File: config.mk
export PLATFORM = sky130hd
export DESIGN_NAME = mdio_ctrl
export DESIGN_NICKNAME = d
export VERILOG_FILES = /design/src/rtl/mdio_ctrl.sv
export SDC_FILE = /design/constraint.sdc
export NUM_CORES = 1
export LEC_CHECK = 0
export BUFFER_PORTS_ARGS = -buffer_cell sky130_fd_sc_hd__buf_2
export CAP_MARGIN = 40
export CORE_UTILIZATION = 30
export DETAILED_ROUTE_END_ITERATION = 16
export PLACE_DENSITY = 0.54
export REMOVE_ABC_BUFFERS = 1
export SLEW_MARGIN = 20
export SYNTH_ARGS = -nofsm -noshare
export SYNTH_HDL_FRONTEND = slang
export SYNTH_SLANG_ARGS = --single-unit
File: constraint.sdc
create_clock -name Clk -period 3 [get_ports Clk]
set_input_delay 0 -clock Clk [delete_from_list [all_inputs] [get_ports Clk]]
set_output_delay 0 -clock Clk [all_outputs]
set_load 0.005 [all_outputs]
File: src/rtl/mdio_ctrl.sv
// mdio_ctrl: IEEE 802.3 clause-22 MDIO management master.
// Accepts one read/write request at a time and serializes a 64-bit frame:
// 32-bit preamble, ST/OP/PHYAD/REGAD, turnaround, then 16 data bits.
// Optional build macro: MDIO_TA_CHECK_EN (check that the PHY pulls TA bit 2 low).
// Ports:
//   Clk, Rstn              system clock, synchronous active-low reset
//   Req_Valid/Req_Ready    request handshake; Req_Wr, Req_Phy_Addr, Req_Reg_Addr, Req_Wdata
//   Rsp_Valid              one-cycle completion pulse with Rsp_Rdata, Rsp_Err
//   Busy                   frame in progress
//   Mdc                    management clock, period 2*CLK_DIV Clk cycles
//   Mdio_O/Mdio_Oe/Mdio_I  tri-state MDIO pad split
module mdio_ctrl #(
  parameter int unsigned CLK_DIV = 50
) (
  input  logic        Clk,
  input  logic        Rstn,
  input  logic        Req_Valid,
  output logic        Req_Ready,
  input  logic        Req_Wr,
  input  logic [4:0]  Req_Phy_Addr,
  input  logic [4:0]  Req_Reg_Addr,
  input  logic [15:0] Req_Wdata,
  output logic        Rsp_Valid,
  output logic [15:0] Rsp_Rdata,
  output logic        Rsp_Err,
  output logic        Busy,
  output logic        Mdc,
  output logic        Mdio_O,
  output logic        Mdio_Oe,
  input  logic        Mdio_I
);

  localparam int unsigned DIV_W     = 7;
  localparam int unsigned CNT_W     = 6;
  localparam int unsigned PRE_BITS  = 32;
  localparam int unsigned CMD_BITS  = 14;
  localparam int unsigned TA_BITS   = 2;
  localparam int unsigned DATA_BITS = 16;

  typedef enum logic [2:0] {S_IDLE, S_PRE, S_CMD, S_TA, S_DATA, S_DONE} state_t;

  logic [DIV_W-1:0]    div_cnt;
  logic                div_wrap, fall_tick, rise_tick;

  state_t              state, state_nxt;
  logic [CNT_W-1:0]    cnt, cnt_nxt;
  logic                wr, wr_nxt;
  logic [CMD_BITS-1:0] cmd_sh, cmd_nxt;
  logic [15:0]         data_sh, data_nxt, rx_sh, rx_nxt, rdata_nxt;
  logic                o_nxt, oe_nxt, valid_nxt, ready_nxt, busy_nxt;

`ifdef MDIO_TA_CHECK_EN
  logic                ta_bad, ta_bad_nxt, err_nxt;
`endif

  // Free-running MDC divider; Mdc idles high out of reset
  assign div_wrap  = (div_cnt == DIV_W'(CLK_DIV - 1));
  assign fall_tick = div_wrap & Mdc;
  assign rise_tick = div_wrap & ~Mdc;

  always_ff @(posedge Clk) begin
    if (!Rstn) begin
      div_cnt <= '0;
      Mdc     <= 1'b1;
    end else if (div_wrap) begin
      div_cnt <= '0;
      Mdc     <= ~Mdc;
    end else begin
      div_cnt <= div_cnt + DIV_W'(1);
    end
  end

  // State and registered outputs
  always_ff @(posedge Clk) begin
    if (!Rstn) begin
      state     <= S_IDLE;
      cnt       <= '0;
      wr        <= 1'b0;
      cmd_sh    <= '0;
      data_sh   <= '0;
      rx_sh     <= '0;
      Mdio_O    <= 1'b1;
      Mdio_Oe   <= 1'b0;
      Req_Ready <= 1'b0;
      Busy      <= 1'b0;
      Rsp_Valid <= 1'b0;
      Rsp_Rdata <= '0;
    end else begin
      state     <= state_nxt;
      cnt       <= cnt_nxt;
      wr        <= wr_nxt;
      cmd_sh    <= cmd_nxt;
      data_sh   <= data_nxt;
      rx_sh     <= rx_nxt;
      Mdio_O    <= o_nxt;
      Mdio_Oe   <= oe_nxt;
      Req_Ready <= ready_nxt;
      Busy      <= busy_nxt;
      Rsp_Valid <= valid_nxt;
      Rsp_Rdata <= rdata_nxt;
    end
  end

`ifdef MDIO_TA_CHECK_EN
  // Turnaround check result, reported with the completion pulse
  always_ff @(posedge Clk) begin
    if (!Rstn) begin
      ta_bad  <= 1'b0;
      Rsp_Err <= 1'b0;
    end else begin
      ta_bad  <= ta_bad_nxt;
      Rsp_Err <= err_nxt;
    end
  end
`else
  assign Rsp_Err = 1'b0;
`endif

  // Frame sequencer: state names the phase of the bit currently on the line;
  // cnt counts bits of that phase already driven. Bits change on fall_tick.
  always_comb begin
    state_nxt = state;
    cnt_nxt   = cnt;
    wr_nxt    = wr;
    cmd_nxt   = cmd_sh;
    data_nxt  = data_sh;
    rx_nxt    = rx_sh;
    o_nxt     = Mdio_O;
    oe_nxt    = Mdio_Oe;
    valid_nxt = 1'b0;
    rdata_nxt = Rsp_Rdata;
`ifdef MDIO_TA_CHECK_EN
    ta_bad_nxt = ta_bad;
    err_nxt    = Rsp_Err;
`endif
    unique case (state)
      S_IDLE: begin
        o_nxt  = 1'b1;
        oe_nxt = 1'b0;
        if (Req_Valid && Req_Ready) begin
          state_nxt = S_PRE;
          cnt_nxt   = '0;
          wr_nxt    = Req_Wr;
          cmd_nxt   = {2'b01, (Req_Wr ? 2'b01 : 2'b10), Req_Phy_Addr, Req_Reg_Addr};
          data_nxt  = Req_Wdata;
`ifdef MDIO_TA_CHECK_EN
          ta_bad_nxt = 1'b0;
`endif
        end
      end
      S_PRE: begin
        if (fall_tick) begin
          oe_nxt = 1'b1;
          if (cnt == CNT_W'(PRE_BITS)) begin
            state_nxt = S_CMD;
            o_nxt     = cmd_sh[CMD_BITS-1];
            cmd_nxt   = cmd_sh << 1;
            cnt_nxt   = CNT_W'(1);
          end else begin
            o_nxt   = 1'b1;
            cnt_nxt = cnt + CNT_W'(1);
          end
        end
      end
      S_CMD: begin
        if (fall_tick) begin
          if (cnt == CNT_W'(CMD_BITS)) begin
            // Reads release the line for the whole turnaround
            state_nxt = S_TA;
            o_nxt     = 1'b1;
            oe_nxt    = wr;
            cnt_nxt   = CNT_W'(1);
          end else begin
            o_nxt   = cmd_sh[CMD_BITS-1];
            cmd_nxt = cmd_sh << 1;
            cnt_nxt = cnt + CNT_W'(1);
          end
        end
      end
      S_TA: begin
        if (fall_tick) begin
          if (cnt == CNT_W'(TA_BITS)) begin
            state_nxt = S_DATA;
            o_nxt     = wr ? data_sh[15] : 1'b1;
            oe_nxt    = wr;
            data_nxt  = data_sh << 1;
            cnt_nxt   = CNT_W'(1);
          end else begin
            o_nxt   = ~wr;
            oe_nxt  = wr;
            cnt_nxt = cnt + CNT_W'(1);
          end
        end
`ifdef MDIO_TA_CHECK_EN
        if (rise_tick && !wr && (cnt == CNT_W'(TA_BITS)))
          ta_bad_nxt = Mdio_I;
`endif
      end
      S_DATA: begin
        if (fall_tick && (cnt != CNT_W'(DATA_BITS))) begin
          o_nxt    = wr ? data_sh[15] : 1'b1;
          data_nxt = data_sh << 1;
          cnt_nxt  = cnt + CNT_W'(1);
        end
        if (rise_tick) begin
          rx_nxt = {rx_sh[14:0], Mdio_I};
          // Rise of the last data bit ends the frame
          if (cnt == CNT_W'(DATA_BITS)) begin
            state_nxt = S_DONE;
            valid_nxt = 1'b1;
            o_nxt     = 1'b1;
            oe_nxt    = 1'b0;
            if (!wr)
              rdata_nxt = {rx_sh[14:0], Mdio_I};
`ifdef MDIO_TA_CHECK_EN
            err_nxt = !wr && ta_bad;
`endif
          end
        end
      end
      S_DONE: begin
        state_nxt = S_IDLE;
        o_nxt     = 1'b1;
        oe_nxt    = 1'b0;
      end
      default: state_nxt = S_IDLE;
    endcase
    ready_nxt = (state_nxt == S_IDLE);
    busy_nxt  = (state_nxt != S_IDLE);
  end

endmodule

==> flow_summary.rst <==
.. list-table::
   :header-rows: 1

   * - Metric
     - Value
   * - Status
     - finished clean
   * - CTS Buf Count
     - 9
   * - Max Cap Viol
     - 0
   * - Async set-reset flop share out of synthesis
     - 0%
   * - Transition time at the pin with the least slew margin
     - 0.660 ns
   * - Crit Reg-Reg Startpoint
     - cnt[0]$_SDFFE_PN0P_
   * - Number of remaining DRC errors
     - 0
   * - Crit path required time
     - around 3.3 ns
   * - Post-synthesis average cell area
     - ~8.8 um2
   * - Count of input and output buffers
     - 52
   * - Crit path max-delay family
     - simple AND/OR/NAND/NOR gates
   * - Maximum clock frequency
     - approximately 410 MHz
   * - CTS tree
     - done
   * - Largest net degree at the start of global routing
     - 36
   * - Synthesized instance count
     - approximately 440
   * - H-tree depth
     - 3
   * - Sum of buffers and inverters on the critical path
     - 2
   * - Placement Rows
     - between 40 and 50
   * - Register area share after synthesis
     - between 40 and 50%
   * - Top cells by area in the synthesized netlist
     - sky130_fd_sc_hd__dfxtp_1 (43%), sky130_fd_sc_hd__nand2_1 (7.3%), sky130_fd_sc_hd__mux2i_1 (6.9%), sky130_fd_sc_hd__a21oi_1 (5.1%), sky130_fd_sc_hd__a211oi_2 (4.2%)
   * - Number of different library cells in the post-synthesis netlist
     - 55
   * - Worst min path class
     - input port to flop
   * - Post-CTS clock slew at the launch and capture registers of the worst setup and hold paths
     - 0.06 ns
   * - Post-cts gate resize count
     - 0
   * - Nets
     - between 500 and 600
   * - Area of the core region
     - 12600 um2
   * - Cell-by-cell listing of the critical path
     - inv_1, ha_1, or3b_4, nor4b_4, nand2_2, a22oi_4, buf_4, nor2_1, a211oi_1
   * - Worst-path fanout max
     - 32
   * - Most frequently used flop master after synthesis
     - sky130_fd_sc_hd__dfxtp_1
   * - Root buf cell
     - sky130_fd_sc_hd__clkbuf_16
   * - Flops & latches, synth
     - 84
   * - Maximum single-stage delay on the critical path
     - 0.41 ns
   * - Detailed route wirelength on metal3
     - 390 um
   * - Met2 WL
     - 3860 um
   * - Overall via count from detail_route
     - around 3200
   * - Cell Count, Final, Fillers Out
     - approximately 670
   * - Origin of the worst min-delay path
     - Req_Reg_Addr[4]
   * - Unrepaired setup endpoints after global routing
     - false
   * - Number of antenna violations at the first check in global routing
     - 0
   * - Gpl congestion
     - 0.813
   * - Initial Util
     - 30.8%
   * - Count of pins on the block boundary
     - 54
   * - Total power divided by cell area
     - 544 nW/um2
   * - Setup Skew
     - between 0.006 and 0.007 ns
   * - Finished layout cell area
     - 4690 um2
   * - Detailed Route Iter0 Violations
     - 312
   * - Final period demand of the worst path
     - around 2.5 ns
   * - Synth top area share
     - 43.2%
   * - Post-place instance area
     - 4300 um2
   * - Ratio of cells with drive above 1 in the final layout
     - around a fifth
   * - Capturing element type of the critical path
     - flop
   * - Buffer depth of the longest clock path
     - 2
   * - Routed metal-1 wire length
     - ~4100 um
   * - Crit share post-route
     - 82.0%
   * - Chip width
     - 116 um
   * - Combined global-route utilization of all metal layers
     - 13.5%
   * - Reg-to-reg setup timing slack
     - between 0.5 and 0.6 ns
   * - Initial DRT Pass Iterations
     - 4
   * - Launch point of the worst path
     - cnt[0]$_SDFFE_PN0P_
   * - Average routed wire per standard cell
     - 12.7 um
   * - Clock latency reported for the late side of the worst-skew pair
     - ~0.34 ns
   * - Slowest cell on the critical path
     - sky130_fd_sc_hd__nor4b_4
   * - Routed Wire Length
     - 8520 um
   * - Final HPWL from detailed placement
     - 5760 um
   * - # clock sinks
     - 84
   * - Leak pwr
     - 1.69 nW
   * - Vias per Instance
     - slightly below 5
   * - Number of synthesized flops with an enable pin
     - 0
   * - Final hold violation count
     - 0
   * - Worst ir drop on vdd
     - 276 uV
   * - Area of the die
     - 13400 um2
   * - Normalized max-slew margin
     - 55.7%
   * - Cell type with the largest total area after synthesis
     - sky130_fd_sc_hd__dfxtp_1
   * - Setup violators final
     - 0
   * - Wire length of the first global-routing pass
     - 14300 um
   * - Global route overflow
     - 0
   * - Summed negative setup slack over all endpoints
     - 0 ns
   * - Via count of the first global-routing pass
     - 3057
   * - Chip Height
     - roughly 120 um
   * - Count of final max-slew check failures
     - 0
   * - Antenna diodes
     - 0
   * - Syn-to-layout area delta
     - 20.7%
   * - DRT antenna net count
     - 0
   * - Cell area after technology mapping
     - 3890 um2
   * - Kind of launch point of the worst setup path
     - flop
   * - Start-to-end type of the worst setup path
     - flop to flop
   * - Setup bufs post-CTS
     - 0
   * - Synth Warn #
     - 0
   * - Data arrival at the endpoint of the critical path
     - 2.71 ns
   * - Max layer used
     - met4
   * - # placed instances
     - 649
-- path summary, 6_finish.rpt --
| kind | cells after the start | end |
|---|---|---|
| min reg2reg | 2 | Rsp_Rdata[9]$_SDFFE_PN0P_ |
| max | 9 | data_sh[1]$_SDFFE_PN0P_ |
| min | 3 | cmd_sh[4]$_SDFFE_PN0P_ |
| max reg2reg | 9 | data_sh[1]$_SDFFE_PN0P_ |
-- final cells by class --
type	instances	area [um2]
Tap cell	172	215
Sequential cell	84	1680
Inverter	7	26.3
Clock inverter	5	78.8
Multi-Input combinational cell	322	2020
Fill cell	1328	7930
Timing Repair Buffer	73	444
Clock buffer	9	225
-- metrics by stage --
step	hold WS (ns)	setup slack (ns)	power [mW]	utilization, %
2_1_floorplan	0.0718	0.585	1.34	-
3_3_place_gp	0.229	0.590	1.41	34.0
3_5_place_dp	0.242	0.558	1.42	34.1
4_1_cts	0.00113	0.529	2.59	37.2
5_1_grt	0.00593	0.273	2.66	37.2
6_report	0.00658	0.539	2.55	37.2
-- tightest hold or removal path: cells and delay by family --
kind / cells / cell delay, ns
compound gates: 1 / 0.08
mux: 1 / 0.12
buf+inv: 1 / 0.10
-- per-layer routing --
| metal | vias to the layer above | GRT usage (%) |
|---|---|---|
| met4 | 0 | 6.15 |
| met2 | 59 | 22.3 |
| met3 | 13 | 2.72 |
| met5 | - | 0 |
| li1 | 1656 | - |
| met1 | 1505 | 16.9 |
-- power by group --
group | total, mW | leakage [nW] | internal, mW | switching, mW
sequential | 1.18 | 0.682 | 1.15 | 0.0276
combinational | 0.216 | 0.858 | 0.0948 | 0.121
clock | 1.15 | 0.151 | 0.718 | 0.436
-- synth_stat cells (2+ instances only) --
cell                       number
sky130_fd_sc_hd__a211oi_1       4
sky130_fd_sc_hd__a211oi_2      13
sky130_fd_sc_hd__a21oi_1       40
sky130_fd_sc_hd__a31oi_1        2
sky130_fd_sc_hd__a32oi_1        2
sky130_fd_sc_hd__and2_1         4
sky130_fd_sc_hd__and3b_1        3
sky130_fd_sc_hd__and4b_1        2
sky130_fd_sc_hd__buf_1          2
sky130_fd_sc_hd__buf_2         10
sky130_fd_sc_hd__buf_4          3
sky130_fd_sc_hd__buf_6          3
sky130_fd_sc_hd__clkbuf_1      12
sky130_fd_sc_hd__dfxtp_1       84
sky130_fd_sc_hd__ha_1           5
sky130_fd_sc_hd__inv_1          6
sky130_fd_sc_hd__mux2i_1       27
sky130_fd_sc_hd__nand2_1       76
sky130_fd_sc_hd__nand2_2        2
sky130_fd_sc_hd__nand2b_1       2
sky130_fd_sc_hd__nand3_1       21
sky130_fd_sc_hd__nand3b_1       2
sky130_fd_sc_hd__nand4_1        4
sky130_fd_sc_hd__nand4b_1       2
sky130_fd_sc_hd__nor2_1        38
sky130_fd_sc_hd__nor2_2         3
sky130_fd_sc_hd__nor2b_1        3
sky130_fd_sc_hd__nor3_1         8
sky130_fd_sc_hd__nor3b_1        2
sky130_fd_sc_hd__o211ai_1       3
sky130_fd_sc_hd__o21ai_0       10
sky130_fd_sc_hd__o31ai_1       13
sky130_fd_sc_hd__xnor2_1        4
sky130_fd_sc_hd__xor2_1         7
-- timing repair --
| action | in CTS | in global routing |
|---|---|---|
| setup endpoints to repair | 0 | 0 |
| hold buffers | 9 | 0 |
| hold endpoints to repair | 10 | 0 |
-- cell usage in the layout, fill, tap and decap left out, types with 4 or more instances in the layout --
cell and instances:
sky130_fd_sc_hd__a211oi_1 4, sky130_fd_sc_hd__a211oi_2 13, sky130_fd_sc_hd__a21oi_1 40, sky130_fd_sc_hd__and2_1 4
sky130_fd_sc_hd__buf_2 52, sky130_fd_sc_hd__buf_4 11, sky130_fd_sc_hd__clkbuf_16 9, sky130_fd_sc_hd__dfxtp_1 84
sky130_fd_sc_hd__dlygate4sd3_1 9, sky130_fd_sc_hd__ha_1 5, sky130_fd_sc_hd__inv_1 6, sky130_fd_sc_hd__mux2i_1 27
sky130_fd_sc_hd__nand2_1 76, sky130_fd_sc_hd__nand3_1 21, sky130_fd_sc_hd__nand4_1 4, sky130_fd_sc_hd__nor2_1 38
sky130_fd_sc_hd__nor3_1 8, sky130_fd_sc_hd__o21ai_0 10, sky130_fd_sc_hd__o31ai_1 13, sky130_fd_sc_hd__xnor2_1 4
sky130_fd_sc_hd__xor2_1 7
-- kinds of logic after synthesis --
group / after synthesis / share of synthesized area (%)
simple gates: 181 / 22.9
mux: 27 / 6.95
fa+ha+maj: 5 / 1.61
buf+inv: 37 / 4.76
xor+xnor: 11 / 2.48
compound gates: 97 / 18.0
other cells: 1 / 0.0964
flops: 84 / 43.2
-- flip-flops by register name, summed over array words and instances (netlist names), 3 cells and up --
| signal | cells |
|---|---|
| Rsp_Rdata | 16 |
| data_sh | 16 |
| rx_sh | 15 |
| cmd_sh | 14 |
| div_cnt | 7 |
| cnt | 6 |
| state | 3 |
Power figures use the tool's default switching activity.
